[src/rtl/ysyx_23060286_ifu.sv]
// Instruction fetch unit: keeps the PC, issues one outstanding 32-bit fetch at a time and hands
// {inst, pc, err} to decode over valid/ready. Redirects from execute replace the PC and squash stale fetches.
module ysyx_23060286_ifu #(
  parameter int unsigned     XLEN     = 32,
  parameter logic [XLEN-1:0] RESET_PC = 32'h8000_0000
) (
  input  logic            clk,
  input  logic            rst,
  output logic            mem_req_valid,
  input  logic            mem_req_ready,
  output logic [XLEN-1:0] mem_req_addr,
  input  logic            mem_resp_valid,
  input  logic [XLEN-1:0] mem_resp_data,
  input  logic            mem_resp_err,
  output logic            inst_valid,
  input  logic            inst_ready,
  output logic [XLEN-1:0] inst,
  output logic [XLEN-1:0] inst_pc,
  output logic            inst_err,
  input  logic            redirect_valid,
  input  logic [XLEN-1:0] redirect_pc,
  output logic [31:0]     fetch_cnt
);

  typedef enum logic [1:0] {
    S_REQ  = 2'd0,
    S_WAIT = 2'd1,
    S_HOLD = 2'd2
  } state_t;

  state_t          r_state;
  logic [XLEN-1:0] r_pc;
  logic            r_drop;
  logic            r_inst_valid;
  logic [XLEN-1:0] r_inst;
  logic [XLEN-1:0] r_inst_pc;
  logic            r_inst_err;
  logic [31:0]     r_fetch_cnt;

  state_t          w_state_nxt;
  logic [XLEN-1:0] w_pc_nxt;
  logic            w_drop_nxt;
  logic            w_inst_valid_nxt;
  logic [XLEN-1:0] w_inst_nxt;
  logic [XLEN-1:0] w_inst_pc_nxt;
  logic            w_inst_err_nxt;
  logic [31:0]     w_fetch_cnt_nxt;

  logic            w_req_fire;
  logic [XLEN-1:0] w_redirect_pc;
  logic [XLEN-1:0] w_pc_plus4;

  assign mem_req_valid = (r_state == S_REQ) && !rst;
  assign mem_req_addr  = r_pc;
  assign inst_valid    = r_inst_valid;
  assign inst          = r_inst;
  assign inst_pc       = r_inst_pc;
  assign inst_err      = r_inst_err;
  assign fetch_cnt     = r_fetch_cnt;

  assign w_req_fire    = mem_req_valid && mem_req_ready;
  assign w_redirect_pc = redirect_pc & ~{{(XLEN-2){1'b0}}, 2'b11};
  assign w_pc_plus4    = r_pc + {{(XLEN-3){1'b0}}, 3'd4};

  always_comb begin
    w_state_nxt      = r_state;
    w_pc_nxt         = r_pc;
    w_drop_nxt       = r_drop;
    w_inst_valid_nxt = r_inst_valid;
    w_inst_nxt       = r_inst;
    w_inst_pc_nxt    = r_inst_pc;
    w_inst_err_nxt   = r_inst_err;
    w_fetch_cnt_nxt  = r_fetch_cnt;

    case (r_state)
      S_REQ: begin
        if (redirect_valid) w_pc_nxt = w_redirect_pc;
        // A request accepted in the same cycle as a redirect targets the old PC; mark it stale.
        if (w_req_fire) begin
          w_state_nxt = S_WAIT;
          w_drop_nxt  = redirect_valid;
        end
      end
      S_WAIT: begin
        if (redirect_valid) w_pc_nxt = w_redirect_pc;
        if (mem_resp_valid) begin
          if (r_drop || redirect_valid) begin
            w_drop_nxt  = 1'b0;
            w_state_nxt = S_REQ;
          end else begin
            w_inst_valid_nxt = 1'b1;
            w_inst_nxt       = mem_resp_err ? '0 : mem_resp_data;
            w_inst_err_nxt   = mem_resp_err;
            w_inst_pc_nxt    = r_pc;
            w_state_nxt      = S_HOLD;
          end
        end else if (redirect_valid) begin
          w_drop_nxt = 1'b1;
        end
      end
      S_HOLD: begin
        if (inst_ready) begin
          w_inst_valid_nxt = 1'b0;
          w_fetch_cnt_nxt  = r_fetch_cnt + 32'd1;
          w_pc_nxt         = redirect_valid ? w_redirect_pc : w_pc_plus4;
          w_state_nxt      = S_REQ;
        end else if (redirect_valid) begin
          w_inst_valid_nxt = 1'b0;
          w_pc_nxt         = w_redirect_pc;
          w_state_nxt      = S_REQ;
        end
      end
      default: begin
        w_state_nxt = S_REQ;
      end
    endcase
  end

  always_ff @(posedge clk) begin
    if (rst) begin
      r_state      <= S_REQ;
      r_pc         <= RESET_PC;
      r_drop       <= 1'b0;
      r_inst_valid <= 1'b0;
      r_inst       <= '0;
      r_inst_pc    <= '0;
      r_inst_err   <= 1'b0;
      r_fetch_cnt  <= '0;
    end else begin
      r_state      <= w_state_nxt;
      r_pc         <= w_pc_nxt;
      r_drop       <= w_drop_nxt;
      r_inst_valid <= w_inst_valid_nxt;
      r_inst       <= w_inst_nxt;
      r_inst_pc    <= w_inst_pc_nxt;
      r_inst_err   <= w_inst_err_nxt;
      r_fetch_cnt  <= w_fetch_cnt_nxt;
    end
  end

endmodule

[config.mk]
export PLATFORM = sky130hd
export DESIGN_NAME = ysyx_23060286_ifu
export DESIGN_NICKNAME = d
export VERILOG_FILES = /design/src/rtl/ysyx_23060286_ifu.sv
export SDC_FILE = /design/constraint.sdc
export NUM_CORES = 1
export LEC_CHECK = 0
export CORE_MARGIN = 2
export CORE_UTILIZATION = 30
export DETAILED_ROUTE_END_ITERATION = 10
export GPL_ROUTABILITY_DRIVEN = 0
export MAX_ROUTING_LAYER = met4
export PLACE_DENSITY_LB_ADDON = 0.12
export SLEW_MARGIN = 40
export SYNTH_ARGS = -nofsm -noshare
export SYNTH_HDL_FRONTEND = slang
export SYNTH_SLANG_ARGS = --single-unit
export TNS_END_PERCENT = 20
[constraint.sdc]
create_clock -name clk -period 6.4 [get_ports clk]
set_clock_uncertainty 0.05 [all_clocks]
set_input_delay 1.6 -clock clk [delete_from_list [all_inputs] [get_ports clk]]
set_output_delay 1.6 -clock clk [all_outputs]
set_load 0.03 [all_outputs]
# ---- Yosys cells after proc, flatten, opt, wreduce, memory -nomap -nowiden
# Cells that the tools add are included.
dict set report totals {
  inputBits 71
  out_inout_bits 131
  register_bits 133
  elab_cells 54
}
dict set report classes {
  addsub 2
  reduce_logical 14
  bitwise_logic 1
  muxes 21
  n_eq_ne 8
}
# cell count
set ops {}
lappend ops {{two-way mux 32 bit} 4}
lappend ops {{case mux 32 bit (2 select lines)} 1}
lappend ops {{adder 32 x 1 -> 32 bit (second input constant)} 1}
lappend ops {{adder 32 x 3 -> 32 bit (second input constant)} 1}
lappend ops {{two-way mux 2 bit} 5}
lappend ops {{!= test 3 bit (second input constant)} 3}
lappend ops {{two-way mux 1 bit} 8}
lappend ops {{AND reduction 4 bit} 2}
lappend ops {{!= test 2 bit (second input constant)} 3}
lappend ops {{case mux 2 bit (3 select lines)} 1}
lappend ops {{AND reduction 3 bit} 2}
lappend ops {{nonzero test 2 bit} 3}
lappend ops {{case mux 1 bit (2 select lines)} 2}
lappend ops {{== test 2 x 1 -> 1 bit (second input constant)} 1}
lappend ops {{== test 2 bit (second input constant)} 1}
lappend ops {{logical AND 1 bit} 2}
lappend ops {{zero test 2 bit} 1}
lappend ops {{AND reduction 2 bit} 1}
lappend ops {{OR reduction 2 bit} 1}
lappend ops {{zero test 1 bit} 1}
lappend ops {{logical OR 1 bit} 1}
lappend ops {{NOT 1 bit} 1}

# ---- Logic depth before layout (Yosys ltp)
# Gate-level depths: netlist of the first run.
dict set report logic_depth {
  word_depth 5
  mapped_depth 7
  mapped_depth_nobuf 6
}

# ---- Worst setup path after synthesis of the first run
# OpenSTA, ideal clock, no wires.
dict set report synth_timing {
  path_type {input port to output port}
  start {input port rst}
  end {output port mem_req_valid}
  n_path_buf 2
  required_time_ps 4750
  cell_stages 3
  slack_ps 2106
  arrival_ps 2644
  path_cell_list {clkbuf_1 buf_1 nor3_1}
}
dict set report synth_between {
  elab_chain_len 2
}
# element line
set synth_lines {}
lappend synth_lines {{start, declared} 8} ;# input logic rst,
lappend synth_lines {{zero test 1 bit} 53} ;# assign mem_req_valid = (r_state == S_REQ) && !rst;
lappend synth_lines {{logical AND 1 bit} 53}
lappend synth_lines {{end, declared} 9} ;# output logic mem_req_valid,
# Every way passes these cells.

# ---- Worst setup path after layout of the first run
# Same ends and word-level chain as after synthesis.

==> metrics.md, run 1 <==
| Metric | Value |
|---|---|
| Status | `complete, no violations` |
| Avg Cell Area, Syn | `8.03 um^2` |
| Top FF cell, synth | `dfxtp_1` |
| Setup crit end kind | `output pin` |
| Slew @ Worst Pin | `0.765 ns` |
| Area of the multi-input gates | `3080 um^2` |
| PostCTS Resize Cnt | `0` |
| Crit path largest cell delay | `0.75 ns` |
| MaxCap Viol Count | `0` |
| CTS HTree Levels | `4` |
| Synth Net Count | `818` |
| Setup TNS Final | `0 ns` |
| Worst setup path start | `rst` |
| Setup Buffers After CTS | `0` |
| Pwr Density | `225 nW/um^2` |
| Crit-path max FO | `56` |
| Vias | `5918` |
| Hold bufs inserted after CTS | `0` |
| Gr ovfl total | `0` |
| Hold Vio Cnt, Final | `0` |
| Cell Int Power | `1.45 mW` |
| Vias per cell | `4.95` |
| Largest family of logic cells by synthesized area | `simple AND/OR/NAND/NOR gates` |
| Layout area overhead | `45.2%` |
| FFs w/ async S/R, synth | `0` |
| Root Driver | `clkbuf_16` |
| Post-DP Area | `8150 um^2` |
| Starting Density | `0.306` |
| Max_slew headroom | `0.489` |
| RSZ-0062 raised after global routing | `false` |
| Core Rows | `51` |
| Post-synth cell types | `63` |
| GRT Util Overall | `0.184` |
| Port Buffers | `199` |
| Post-Synth Adder-Cell Area | `0.00418` |
| Die width | `145 um` |
| Setup slack after layout | `1.86 ns` |
| TritonCTS clock tree | `built` |
| Worst r2r src | `r_state[1]$_SDFFE_PP0P_` |
| CP startpoint kind | `input port` |
| Top layer reached by signal wires | `met4` |
| Post-route minimum period | `4.54 ns` |
| WL met1 | `9.06 mm` |
| Yosys warns | `0` |
| Clock Power Share | `0.449` |
| Simple-gate share of the synthesized area | `0.303` |
| NetSw | `0.500 mW` |
| Synth Register Bits | `133` |
| Clock-pin transition on the worst setup and hold timing paths | `0.06 ns` |
| Post-synthesis instance area | `5980 um^2` |
| Lkg Pwr | `2.88 nW` |
| Final #Nets | `990` |
| Buffers plus inverters on the worst setup path | `2` |
| Met2 Wirelength | `8.78 mm` |
| First-pass GRT wire length | `30.4 mm` |
| CP max stage cell | `clkdlybuf4s50_1` |
| Final worst path period share | `0.710` |
| Fillers | `2019` |
| WL per Instance | `16.1 um` |
| Power share of the combinational group | `0.103` |
| Storage cell area | `2660 um^2` |
| Hold/Removal Path Class | `reg -> reg` |
| DP Wirelength | `12.8 mm` |
| Mapped Cells | `745` |
| Drt pass-1 iters | `5` |
| CP cell instances | `buf_4 > nor3_1 > clkdlybuf4s50_1` |
| Sequential share of power | `0.448` |
| Layout cells sized above 1 | `0.0548` |
| Reg2Reg Depth | `5` |
| Fmax | `0.220 GHz` |
| I/O Pins | `202` |
| Vias in the first global route | `5455` |
| WS Path Type | `in -> out` |
| Sequential fraction of the synthesis area | `0.445` |
| Initial antenna violation count | `1` |
| Largest net degree at the start of global routing | `75` |
| Number of synthesized flops with an enable pin | `0` |
| Clk_lat worst skew | `0.41 ns` |
| # clock sinks | `133` |
| Internal reg-to-reg setup slack | `3.55 ns` |
| Die Area | `21100 um^2` |
| CTS max path bufs | `2` |
| Synth Area in Compound Gates | `0.153` |
| Crit path max-delay family | `buffers and inverters` |
| Max VDD drop | `173 uV` |
| ANT nets after route | `0` |
| Final instance area | `8690 um^2` |
| Routed wire length | `19.2 mm` |
| Met3 Wirelength | `1.08 mm` |
| CP required | `4.75 ns` |
| Mux cell area share after synthesis | `0.00690` |
| Switching Fraction | `0.256` |
| Final setup vio count | `0` |
| Pre-CTS setup slack | `1.84 ns` |
| R2r endpoint | `mem_req_addr[25]$_SDFFE_PP0P_` |
| CP Depth | `3` |
| DRC Markers | `0` |
| Crit path DAT | `2.89 ns` |
| DR iter-0 viols | `369` |
| Core area | `19500 um^2` |
| XOR/XNOR Fraction of Synth Area | `0.0454` |
| DIE HEIGHT | `145 um` |
| Total CTS buffers | `17` |
| CP endpoint | `mem_req_valid` |
| Slew Limit Fails | `0` |
## kinds of logic (layout without fill, tap and decap cells)
family	Yosys count	count (layout)
xor+xnor	31	31
compound gates	154	154
mux	4	4
flops	133	133
other cells	0	1
simple gates	355	355
fa+ha+maj	2	2
buf+inv	66	251
## synthesized netlist by cell type, types with 7 or more instances
cell / n / area, um^2
a21oi_1: 85 / 425
a31oi_1: 12 / 75.1
and3_1: 9 / 56.3
and4_1: 9 / 78.8
buf_1: 7 / 26.3
clkbuf_1: 42 / 158
dfxtp_1: 133 / 2660
inv_1: 12 / 45.0
nand2_1: 139 / 522
nand3_1: 18 / 90.1
nand3b_1: 33 / 248
nand4_1: 22 / 138
nor2_1: 58 / 218
nor3_1: 21 / 105
nor4_1: 10 / 62.6
o21ai_0: 20 / 100
xnor2_1: 17 / 149
xor2_1: 14 / 123
## worst min-delay path by stage
stage          slack (ns)             startpoint  cells past startpoint               endpoint
2_1_floorplan        0.46    r_drop$_SDFFE_PP0P_                      2    r_drop$_SDFFE_PP0P_
3_3_place_gp         0.39  inst[30]$_SDFFE_PP0P_                      2  inst[30]$_SDFFE_PP0P_
3_5_place_dp         0.39  inst[13]$_SDFFE_PP0P_                      2  inst[13]$_SDFFE_PP0P_
4_1_cts              0.40  inst[30]$_SDFFE_PP0P_                      2  inst[30]$_SDFFE_PP0P_
5_1_grt              0.41   inst[9]$_SDFFE_PP0P_                      2   inst[9]$_SDFFE_PP0P_
6_report             0.40  inst[27]$_SDFFE_PP0P_                      2  inst[27]$_SDFFE_PP0P_
## sequential cells by signal, summed over array words and instances, names as in the netlist
name          flops
fetch_cnt        32
inst             32
inst_pc          32
mem_req_addr     32
r_state           2
inst_err          1
inst_valid        1
r_drop            1
## per-stage QoR
stage / instances / power (mW) / utilization / hold slack (ns)
floorplan: 745 / 0.991 / - / 0.457
global placement: 1163 / 1.10 / 0.417 / 0.387
detailed placement: 1163 / 1.10 / 0.417 / 0.393
CTS: 1195 / 1.98 / 0.444 / 0.400
global route: 1196 / 2.03 / 0.445 / 0.415
finish: 1196 / 1.95 / 0.445 / 0.398
## cells in the final DEF, fill, tap and decap left out, types with 3 or more instances in the layout
cell	netlist	final
clkdlybuf4s50_1	0	196
nand2_1	139	139
dfxtp_1	133	133
a21oi_1	85	85
nor2_1	58	58
nand3b_1	33	33
nand4_1	22	22
nor3_1	21	20
o21ai_0	20	20
nand3_1	18	18
xnor2_1	17	17
clkbuf_16	0	17
xor2_1	14	14
inv_1	12	12
a31oi_1	12	12
and3_1	9	9
and4_1	9	9
nor4_1	10	8
buf_4	1	7
and2_1	5	5
a211oi_1	5	5
clkbuf_1	42	5
or3_1	4	4
nor2b_1	4	4
or4_1	5	4
o31ai_1	4	4
clkinv_2	0	4
a311o_1	3	3
a22oi_1	3	3
mux2i_1	3	3
a32o_1	3	3
## metal layers
metal  GRT usage  vias to the layer above
met5           -                        -
met4      0.0588                        0
met3      0.0469                       18
met2       0.284                      156
met1       0.238                     2758
li1            -                     2986
## area by class of cell
class / count / share of cell area
clock buffers: 24 / 0.0543
flip-flops and latches: 133 / 0.306
repair buffers: 206 / 0.234
clock inverters: 8 / 0.00605
diodes: 1 / 0.000288
well taps: 265 / 0.0382
inverters: 13 / 0.00562
multi-input cells: 546 / 0.355
## worst min-delay path: cells and delay by family (launching register included)
family           cells  cell delay (ns)
AO/OA/AOI/OAI        1             0.05
flip-flops           1             0.30
AND/OR/NAND/NOR      1             0.05
## power by group through the flow
stage               Clock [mW]  Sequential (mW)  Combinational (mW)
global route             0.938            0.879               0.216
global placement             0            0.893               0.203
finish                   0.877            0.875               0.201
detailed placement           0            0.893               0.202
CTS                      0.903            0.875               0.203
floorplan                    0            0.917              0.0742
Note: power is estimated with default switching activity, not from simulation.
==> inputs of run 2 (changes only) <==
Clock period 6.4 ns to 3.6 ns, I/O delays scaled along.
==> run 2 against run 1 <==
  * Non-clock buffer count up 11
  * Die area unchanged
  * Sequential power up 77%
  * Highest routed layer unchanged
  * Clock-buffer cell count down 5
  * Sequential share of layout area down 0.54 points
  * Final cell count up 0.75%
  * Wire length up 1.7%
  * Cell area up 1.8%
==> metrics.md, run 2 (synthesized netlist as in run 1, its figures left out) <==
| Metric | Value |
|---|---|
| Port Buffers | `199 (unchanged)` |
| Area of the multi-input gates | `3070 um^2 (was 3080 um^2)` |
| Initial antenna violation count | `0 (was 1)` |
| DP Wirelength | `13.2 mm (was 12.8 mm)` |
| Slew Limit Fails | `0 (unchanged)` |
| Layout area overhead | `47.8% (was 45.2%)` |
| Final #Nets | `1001 (was 990)` |
| Clock-pin transition on the worst setup and hold timing paths | `0.06 ns (about the same)` |
| Layout cells sized above 1 | `0.0660 (was 0.0548)` |
| TritonCTS clock tree | `built (unchanged)` |
| Post-DP Area | `8230 um^2 (was 8150 um^2)` |
| Post-route minimum period | `2.95 ns` |
| WL per Instance | `16.2 um (was 16.1 um)` |
| Total CTS buffers | `17 (unchanged)` |
| Max_slew headroom | `0.474 (was 0.489)` |
| PostCTS Resize Cnt | `0 (unchanged)` |
| Pwr Density | `424 nW/um^2 (was 225 nW/um^2)` |
| CTS max path bufs | `2 (unchanged)` |
| Gr ovfl total | `0 (unchanged)` |
| Clk_lat worst skew | `0.42 ns (was 0.41 ns)` |
| Tot Pwr | `3.75 mW (was 1.95 mW)` |
| Final setup vio count | `0 (unchanged)` |
| Crit-path max FO | `2 (was 56)` |
| Lkg Pwr | `2.96 nW (was 2.88 nW)` |
| CP startpoint kind | `input port (unchanged)` |
| Vias | `5894 (was 5918)` |
| Ant. Diodes | `0 (was 1)` |
| Hold WS | `0.398 ns (about the same)` |
| MaxCap Viol Count | `0 (unchanged)` |
| Final instance area | `8840 um^2 (was 8690 um^2)` |
| Hold/Removal Path Class | `reg -> reg (unchanged)` |
| Setup TNS Final | `0 ns (unchanged)` |
| Fillers | `2003 (was 2019)` |
| Die Area | `21100 um^2 (unchanged)` |
| Slew @ Worst Pin | `0.790 ns (was 0.765 ns)` |
| Commonest non-fill, non-tap cell in the layout | `clkdlybuf4s50_1 (unchanged)` |
| Final cell count without fillers | `1205 (was 1196)` |
| Status | `complete, no violations (unchanged)` |
| Setup Buffers After CTS | `0 (unchanged)` |
| Root Driver | `clkbuf_16 (unchanged)` |
| Starting Density | `0.306 (unchanged)` |
| Fmax | `0.339 GHz` |
| Core area | `19500 um^2 (unchanged)` |
| Crit path DAT | `2.00 ns (was 2.89 ns)` |
| DR iter-0 viols | `391 (was 369)` |
| WS Path Type | `in -> out (unchanged)` |
| Largest net degree at the start of global routing | `70 (was 75)` |
| Routed wire length | `19.6 mm (was 19.2 mm)` |
| Vias in the first global route | `5670 (was 5455)` |
| First-pass GRT wire length | `31.2 mm (was 30.4 mm)` |
| Hold bufs inserted after CTS | `0 (unchanged)` |
| GRT Util Overall | `0.189 (was 0.184)` |
| DRC Markers | `0 (unchanged)` |
| Hold Vio Cnt, Final | `0 (unchanged)` |
| DIE HEIGHT | `145 um (unchanged)` |
| RSZ-0062 raised after global routing | `false (unchanged)` |
| CP required | `2.65 ns (was 4.75 ns)` |
| Commonest non-fill, non-tap cells in the layout | `clkdlybuf4s50_1 (196), nand2_1 (139), dfxtp_1 (133), a21oi_1 (85), nor2_1 (58) (unchanged)` |
| Core Rows | `51 (unchanged)` |
| # clock sinks | `133 (unchanged)` |
| CTS HTree Levels | `4 (unchanged)` |
| Setup crit end kind | `output pin (unchanged)` |
| Placed instance count | `1174 (was 1163)` |
| Vias per cell | `4.89 (was 4.95)` |
| ANT nets after route | `0 (unchanged)` |
| Die width | `145 um (unchanged)` |
| I/O Pins | `202 (unchanged)` |
| Final worst path period share | `0.820` |
| Max VDD drop | `336 uV (was 173 uV)` |
| Storage cell area | `2660 um^2 (unchanged)` |
| Drt pass-1 iters | `4 (was 5)` |
==> run 2: worst max-delay path, stage by stage <==
cell	delay, ns
buf_4	0.12
nor3_1	0.22
clkdlybuf4s50_1	0.76
==> run 2: final timing paths <==
| check | startpoint | to | slack [ns] | cells after the start |
|---|---|---|---|---|
| setup reg to reg | mem_req_addr[3]$_SDFFE_PP0P_ | mem_req_addr[16]$_SDFFE_PP0P_ | 1.27 | 5 |
| setup / recovery | rst | mem_req_valid | 0.65 | 3 |
| hold / removal | inst[26]$_SDFFE_PP0P_ | inst[26]$_SDFFE_PP0P_ | 0.40 | 2 |
| hold reg to reg | inst[26]$_SDFFE_PP0P_ | inst[26]$_SDFFE_PP0P_ | 0.40 | 2 |
==> run 2: final cells by class <==
class	count	share of cell area
Inverter	13	0.00552
Timing Repair Buffer	217	0.239
Clock inverter	12	0.0205
Sequential cell	133	0.301
Clock buffer	19	0.0490
Tap cell	265	0.0375
Multi-Input combinational cell	546	0.347
==> run 2: report_power, final <==
part           switching (mW)  total, mW  internal [mW]  leakage [nW]
Clock                   0.678       1.83           1.16         0.285
Sequential             0.0495       1.55           1.51          1.08
Combinational           0.194      0.362          0.168          1.60
==> run 2: through the flow <==
stage	setup slack (ns)	util
after detailed placement	0.405	0.421
after global placement	0.435	0.422
after CTS	0.632	0.453
final	0.649	0.453
after floorplan	0.706	-
after global routing	0.639	0.453
==> run 2: layer usage <==
layer | share of wire | track usage | vias to the layer above
li1 | - | - | 2992
met1 | 0.47 | 0.242 | 2726
met2 | 0.46 | 0.295 | 159
met3 | 0.057 | 0.0487 | 17
met4 | 0.013 | 0.0588 | 0
met5 | 0 | - | -
